## src/rtl/adc_input_pkg.sv

```systemverilog
// adc_input_pkg: shared state encoding and parameter defaults for the ADC capture path.
package adc_input_pkg;
    typedef enum logic [1:0] {IDLE, RUN, DRAIN} state_t;
    localparam int DATA_W_DEF = 16;
    localparam logic [15:0] TEST_INIT_DEF = 16'h0000;
endpackage

```

## src/rtl/adc_capture_ctrl.sv

```systemverilog
// adc_capture_ctrl: captures a fixed-length packet of ADC samples (or a test ramp)
// into a single-register AXI-Stream master with sticky overflow/complete status.
module adc_capture_ctrl
    import adc_input_pkg::*;
#(
    parameter int DATA_W = DATA_W_DEF,
    parameter logic [DATA_W-1:0] TEST_INIT = DATA_W'(TEST_INIT_DEF)
) (
    input  logic                m00_axis_aclk,
    input  logic                m00_axis_aresetn,
    input  logic [DATA_W-1:0]   smp_data,
    input  logic                smp_valid,
    input  logic [31:0]         cfg_dsize,
    input  logic                cfg_test,
    input  logic                cfg_start,
    output logic                sr_pc,
    output logic                sr_ovf,
    output logic                sr_busy,
    output logic                m00_axis_tvalid,
    output logic [DATA_W-1:0]   m00_axis_tdata,
    output logic [DATA_W/8-1:0] m00_axis_tstrb,
    output logic                m00_axis_tlast,
    input  logic                m00_axis_tready
);
    state_t            state_q, state_d;
    logic [31:0]       len_q, len_d, cnt_q, cnt_d;
    logic              mode_q, mode_d;
    logic [DATA_W-1:0] tcnt_q, tcnt_d, tdata_q, tdata_d;
    logic              tvalid_q, tvalid_d, tlast_q, tlast_d;
    logic              pc_q, pc_d, ovf_q, ovf_d;
    logic              hs, last_smp;

    assign hs       = tvalid_q & m00_axis_tready;
    // cnt_q never exceeds len_q-1, so the +1 cannot wrap even for a full 32-bit length
    assign last_smp = (cnt_q + 32'd1) == len_q;

    always_comb begin
        state_d  = state_q;
        len_d    = len_q;
        mode_d   = mode_q;
        cnt_d    = cnt_q;
        tcnt_d   = tcnt_q;
        tvalid_d = tvalid_q & ~hs;
        tlast_d  = tlast_q & ~hs;
        tdata_d  = tdata_q;
        pc_d     = pc_q;
        ovf_d    = ovf_q;
        case (state_q)
            IDLE: if (cfg_start && cfg_dsize != 32'd0) begin
                state_d = RUN;
                len_d   = cfg_dsize;
                mode_d  = cfg_test;
                cnt_d   = 32'd0;
                tcnt_d  = TEST_INIT;
                pc_d    = 1'b0;
                ovf_d   = 1'b0;
            end
            RUN: if (smp_valid) begin
                if (!tvalid_q || hs) begin
                    tvalid_d = 1'b1;
                    tdata_d  = mode_q ? tcnt_q : smp_data;
                    tlast_d  = last_smp;
                    cnt_d    = cnt_q + 32'd1;
                    tcnt_d   = tcnt_q + DATA_W'(1);
                    state_d  = last_smp ? DRAIN : RUN;
                end else begin
                    ovf_d = 1'b1;
                end
            end
            DRAIN: if (hs) begin
                state_d = IDLE;
                pc_d    = 1'b1;
            end
            default: state_d = IDLE;
        endcase
    end

    always_ff @(posedge m00_axis_aclk or negedge m00_axis_aresetn) begin
        if (!m00_axis_aresetn) begin
            state_q  <= IDLE;
            len_q    <= '0;
            mode_q   <= 1'b0;
            cnt_q    <= '0;
            tcnt_q   <= '0;
            tvalid_q <= 1'b0;
            tlast_q  <= 1'b0;
            tdata_q  <= '0;
            pc_q     <= 1'b0;
            ovf_q    <= 1'b0;
        end else begin
            state_q  <= state_d;
            len_q    <= len_d;
            mode_q   <= mode_d;
            cnt_q    <= cnt_d;
            tcnt_q   <= tcnt_d;
            tvalid_q <= tvalid_d;
            tlast_q  <= tlast_d;
            tdata_q  <= tdata_d;
            pc_q     <= pc_d;
            ovf_q    <= ovf_d;
        end
    end

    assign sr_pc           = pc_q;
    assign sr_ovf          = ovf_q;
    assign sr_busy         = state_q != IDLE;
    assign m00_axis_tvalid = tvalid_q;
    assign m00_axis_tdata  = tdata_q;
    assign m00_axis_tlast  = tlast_q;
    assign m00_axis_tstrb  = '1;
endmodule

```

## config.mk

```make
export PLATFORM = sky130hd
export DESIGN_NAME = adc_capture_ctrl
export DESIGN_NICKNAME = d
export VERILOG_FILES = /design/src/rtl/adc_input_pkg.sv /design/src/rtl/adc_capture_ctrl.sv
export SDC_FILE = /design/constraint.sdc
export NUM_CORES = 1
export LEC_CHECK = 0
export ABC_AREA = 1
export CAP_MARGIN = 10
export CORE_ASPECT_RATIO = 0.9
export CORE_MARGIN = 1.5
export CORE_UTILIZATION = 57
export CTS_CLUSTER_DIAMETER = 100
export DETAILED_ROUTE_END_ITERATION = 12
export PLACE_DENSITY = 0.81
export SYNTH_ARGS = -nofsm -noshare
export SYNTH_HDL_FRONTEND = slang
export SYNTH_SLANG_ARGS = --single-unit
export TNS_END_PERCENT = 50
```

## constraint.sdc

```tcl
create_clock -name m00_axis_aclk -period 2.3 [get_ports m00_axis_aclk]
set_clock_uncertainty 0.2 [all_clocks]
set_input_delay 0.69 -clock m00_axis_aclk [delete_from_list [all_inputs] [get_ports m00_axis_aclk]]
set_output_delay 0.69 -clock m00_axis_aclk [all_outputs]
set_load 0.005 [all_outputs]
```

# ---- Yosys cells after proc, flatten, opt, wreduce, memory -nomap -nowiden
# Index checks and enable logic that the tools add are counted.
dict set report totals {
  ff_bits 103
  in_bits 54
  wordCells 65
}
dict set report op_classes {
  n_addsub 2
  eq_ne 8
  mux 27
  bitwise_logic 4
  n_reduce_logical 14
}
# cell count
set ops {}
lappend ops {{two-way mux 32 bit} 3}
lappend ops {{two-way mux 16 bit} 4}
lappend ops {{case mux 32 bit (2 select lines)} 1}
lappend ops {{adder 32 x 1 -> 32 bit (second input constant)} 1}
lappend ops {{== test 32 bit} 1}
lappend ops {{case mux 16 bit (2 select lines)} 1}
lappend ops {{nonzero test 32 bit} 1}
lappend ops {{adder 16 x 1 -> 16 bit (second input constant)} 1}
lappend ops {{AND reduction 4 bit} 3}
lappend ops {{two-way mux 1 bit} 10}
lappend ops {{two-way mux 2 bit} 5}
lappend ops {{inequality test 2 bit (second input constant)} 5}
lappend ops {{case mux 2 bit (3 select lines)} 1}
lappend ops {{AND reduction 3 bit} 2}
lappend ops {{nonzero test 2 bit} 3}
lappend ops {{case mux 1 bit (2 select lines)} 2}
lappend ops {{bitwise AND 1 bit} 3}
lappend ops {{== test 2 x 1 -> 1 bit (second input constant)} 1}
lappend ops {{== test 2 bit (second input constant)} 1}
lappend ops {{logical NOT 2 bit} 1}
lappend ops {{AND reduction 2 bit} 1}
lappend ops {{logical AND 1 bit} 1}
lappend ops {{logical NOT 1 bit} 1}
lappend ops {{logical OR 1 bit} 1}
lappend ops {{NOT 1 bit} 1}

# ---- Longest topological paths before layout
dict set report logic_depth {
  ltp_word 6
  depth_mapped 17
}

# ---- Least setup slack after synthesis
# OpenSTA, ideal clock, no wires.
dict set report synth_timing {
  path_type {input -> register}
  startpoint {input cfg_dsize[9]}
  endpoint {register cnt_q[14]}
  t_arrival_ns 1.931
  t_required_ns 2.018
  slack_ns 0.086
  path_stages 8
  n_path_buf 2
  path_cell_list {nor4_1 > nand4_1 > or2_1 > nand3_2 > a21oi_2 > buf_2 > buf_2 > o22ai_1}
}
dict set report synth_between {
  elab_chain_cells 4
}
# element line
set synth_rtl {}
lappend synth_rtl {{start: declaration} adc_capture_ctrl.sv:13} ;# input logic [31:0] cfg_dsize,
lappend synth_rtl {{nonzero test 32 bit} adc_capture_ctrl.sv:49} ;# IDLE: if (cfg_start && cfg_dsize != 32'd0) begin
lappend synth_rtl {{logical AND 1 bit} adc_capture_ctrl.sv:49}
lappend synth_rtl {{inequality test 2 bit (no line)} -}
lappend synth_rtl {{AND reduction 4 bit (no line)} -}
lappend synth_rtl {{end signal: assignment} adc_capture_ctrl.sv:94} ;# cnt_q <= cnt_d;
lappend synth_rtl {{end: declaration} adc_capture_ctrl.sv:26} ;# logic [31:0] len_q, len_d, cnt_q, cnt_d;
# No other way between the ends.
# A chain may end at the register's enable or synchronous reset.

# ---- Final worst setup path
dict set report layout_timing {
  startpoint {register cnt_q[1]}
  endpoint {register state_q[0]}
}
dict set report layout_between {
  elab_chain_cells 6
}
# element line
set layout_rtl {}
lappend layout_rtl {{adder 32 x 1 -> 32 bit} adc_capture_ctrl.sv:35} ;# assign last_smp = (cnt_q + 32'd1) == len_q;
lappend layout_rtl {{== test 32 bit} adc_capture_ctrl.sv:35}
lappend layout_rtl {{two-way mux 2 bit} adc_capture_ctrl.sv:65} ;# state_d = last_smp ? DRAIN : RUN;
lappend layout_rtl {{two-way mux 2 bit} adc_capture_ctrl.sv:59} ;# if (!tvalid_q || hs) begin
lappend layout_rtl {{two-way mux 2 bit} adc_capture_ctrl.sv:58} ;# RUN: if (smp_valid) begin
lappend layout_rtl {{case mux 2 bit (3 select lines)} adc_capture_ctrl.sv:48} ;# case (state_q)
lappend layout_rtl {{end signal: assignment} adc_capture_ctrl.sv:91} ;# state_q <= state_d;
lappend layout_rtl {{end: declaration} adc_capture_ctrl.sv:25} ;# state_t state_q, state_d;
# No other way between the ends. The select of a mux whose other input is x is not followed.

==> metrics.txt <==
status=complete, but fails checks; violated checks=negative setup slack; top-count cell post-synth=nand2_1; Initial Utilization=0.5821; class of the worst hold path=input port to asynchronous set/reset pin; crit path DAT=2.67 ns; ys flop type=dfrtp_1; synth top area cells=dfrtp_1 (41%), nand2_1 (20%), nand3_1 (8.2%), nor2_1 (6.3%), inv_1 (5.9%); Post-Syn Instances=935; worst-skew pair later-pin latency=0.36 ns; CP most frequent cell=nand2_1; CTS tree=built; Max VDD drop=0.7139 mV; Synth Area per Inst=6.730 µm²; pwr dens=904.6 mW/mm²; RSZ-0062 raised after global routing=true; Place WS=-0.8175 ns; largest net degree at the start of global routing=39; Worst path depth=16; die span in x=113.8 µm; P&R area growth vs syn=40.90%; # DRC=0; Mapped Area=0.006292 mm²; PortBufs=74; final-layout fill cell count=669; Post-CTS Hold Buffers=0; post-synthesis xor/xnor area fraction=0.01670; die footprint=0.01168 mm²; CTS H-tree lvls=3; Worst Setup Path Type=flip-flop to flip-flop; Antenna Nets Post-Route=0; Iteration-0 DRC Markers=764; leakage power=0.004166 µW; crit path cell chain=ha_4 > nand2_4 > nor2_8 > nand2_8 > nand2_1 > nand2_1 > nand2_1 > nand2_1 > nor2_1 > nand2_1 > nor2_1 > nand2_1 > nor2_2 > nand4_1 > nand2_1 > nand2_1; Post-synth EDFFs=0; Synth area leader=dfrtp_1; Vias=7366; Max Fclk=0.3811 GHz; Period Utilization, post-route=1.141; initial antenna violation count=0; clk buf depth=2; max-slew violation count=0; Worst Path Buf+Inv=0; WL per Instance=17.55 µm; CP max-delay cell=dfrtp_1; I/O pin count=77; share of the synthesized area in the top cell type=0.4096; number of global-route vias before repair=6832; Final nets=1172; Post-synth top cells=nand2_1 (333), nor2_1 (105), dfrtp_1 (103), nand3_1 (103), inv_1 (99); clock-pin slew on the worst setup and hold paths=0.08 ns; layout cell share with drive strength beyond 1=0.2366; Slew HR=0.6257; launch point of the worst path=cnt_q[1]; Placer Congestion=1.013; largest family of logic cells by synthesized area=simple AND/OR/NAND/NOR gates; R2R Path Start=cnt_q[1]; Reg2Reg Depth=16; CP max FO=5; Core Region=0.01081 mm²; Final Hold Viols=0; root buffer selected by CTS=clkbuf_16; adder-cell share of the synthesized area=0.003977; vias per cell=5.879; Rows=36; Setup crit end kind=flip-flop; Max Cap Viol=0; Tmin final=2.624 ns; startpoint types=flip-flop; Tot GR Track Use=0.3575; Crit path max-delay family=simple AND/OR/NAND/NOR gates; sequential fraction of the synthesis area=0.4096; TritonCTS buffer count=9; Max stage delay on crit path=0.43 ns; placed wire-length estimate=14120 µm; global-route wire length before repair=32260 µm; simple-gate area share of the yosys netlist=0.4031; share of async-settable or async-resettable flops after synthesis=1.000; register bit count reported by yosys=103; post-route setup slack=-0.3238 ns; worst path required time=2.35 ns; Total Wirelength=21980 µm; Final Core Density=0.8201; post-synthesis mux area share=0; Final Non-Filler Cells=1253; ant diodes=0; Tightest Pin Transition=0.5579 ns; final setup fails=4; Yosys warning total=0; Hold Worst Slack=0.03465 ns; Placed Cells=1209; Synth Area in Compound Gates=0.08511; global route overflow=0; DRT Pass-1 Iters=6; Synth cell types=35; clock sinks=103; Die Ht=102.7 µm
layout make-up:
| type | count | area, µm² | share of cell area |
|---|---|---|---|
| clock inverters | 5 | 36.28 | 0.004093 |
| clock buffers | 10 | 229.0 | 0.02583 |
| inverters | 105 | 411.6 | 0.04643 |
| well taps | 133 | 166.4 | 0.01877 |
| repair buffers | 192 | 1824 | 0.2058 |
| flip-flops and latches | 103 | 2579 | 0.2909 |
| multi-input cells | 705 | 3620 | 0.4083 |
cells in the final DEF, fill, tap and decap left out, types with 13 or more instances in the layout:
cell type,n
nand2_2,30
nor2_1,87
clkdlybuf4s50_1,41
o21ai_1,25
buf_6,16
nand3_2,19
nand3_1,84
a31oi_1,16
inv_1,96
dfrtp_1,102
nor2_2,16
nor2_4,13
o22ai_1,15
buf_4,88
nand2_1,304
o21ai_0,31
final timing paths:
check,to,slack (ns)
min,len_q[14],0.03
max,state_q[0],-0.32
max reg2reg,state_q[0],-0.32
min in group m00_axis_aclk,len_q[1],0.31
max in group asynchronous,cnt_q[2],1.28
min reg2reg,len_q[1],0.31
metrics by stage:
stage               TNS [ns]  total power, µW  area (µm²)
floorplan                  0             4309        6296
global placement      -59.64             5649        7876
detailed placement    -63.81             5736        7876
CTS                  -0.2852             7528        8419
global route          -1.404             8448        8866
finish               -0.8337             8020        8866
per-layer routing:
metal	GRT usage	vias to the layer above	routed length (µm)
met4	0.1856	0	1226
met3	0.06820	127	2071
li1	-	3371	-
met2	0.5839	490	10250
met5	0	-	0
met1	0.4592	3378	8437
repair_timing:
item / CTS / global route
setup endpoints to repair: 87 / 86
buffers inserted: 13 / 11
pin swaps: 29 / 56
cloned: 4 / 4
gates resized for setup: 130 / 108
flip-flops by register name, summed over array words and instances, names as in the netlist:
signal	flops
m00_axis_tlast	1
len_q	32
mode_q	1
sr_ovf	1
m00_axis_tdata	16
sr_pc	1
m00_axis_tvalid	1
tcnt_q	16
cnt_q	32
state_q	2
logic make-up (layout without fill, tap and decap cells):
family,after synthesis,in the layout
other,1,2
AO/OA/AOI/OAI,98,99
XOR/XNOR,12,12
adder cells (fa/ha/maj),2,2
flip-flops,103,103
buffers and inverters,129,312
AND/OR/NAND/NOR,590,590
power by group:
part           internal [µW]  switching (µW)  leakage (µW)  total [µW]
clock network            730             728      0.000121        1460
registers               2320             377       0.00133        2690
logic                   1730            2140       0.00272        3870
total                   4780            3240       0.00417        8020
worst reg2reg max path: stages, from the launching register on:
cell	delay, ns
dfrtp_1	0.43
ha_4	0.18
nand2_4	0.07
nor2_8	0.21
nand2_8	0.11
nand2_1	0.13
nand2_1	0.11
nand2_1	0.12
nand2_1	0.07
nor2_1	0.12
nand2_1	0.07
nor2_1	0.17
nand2_1	0.10
nor2_2	0.10
nand4_1	0.12
nand2_1	0.13
nand2_1	0.06
(Power assumes the default switching activity.)
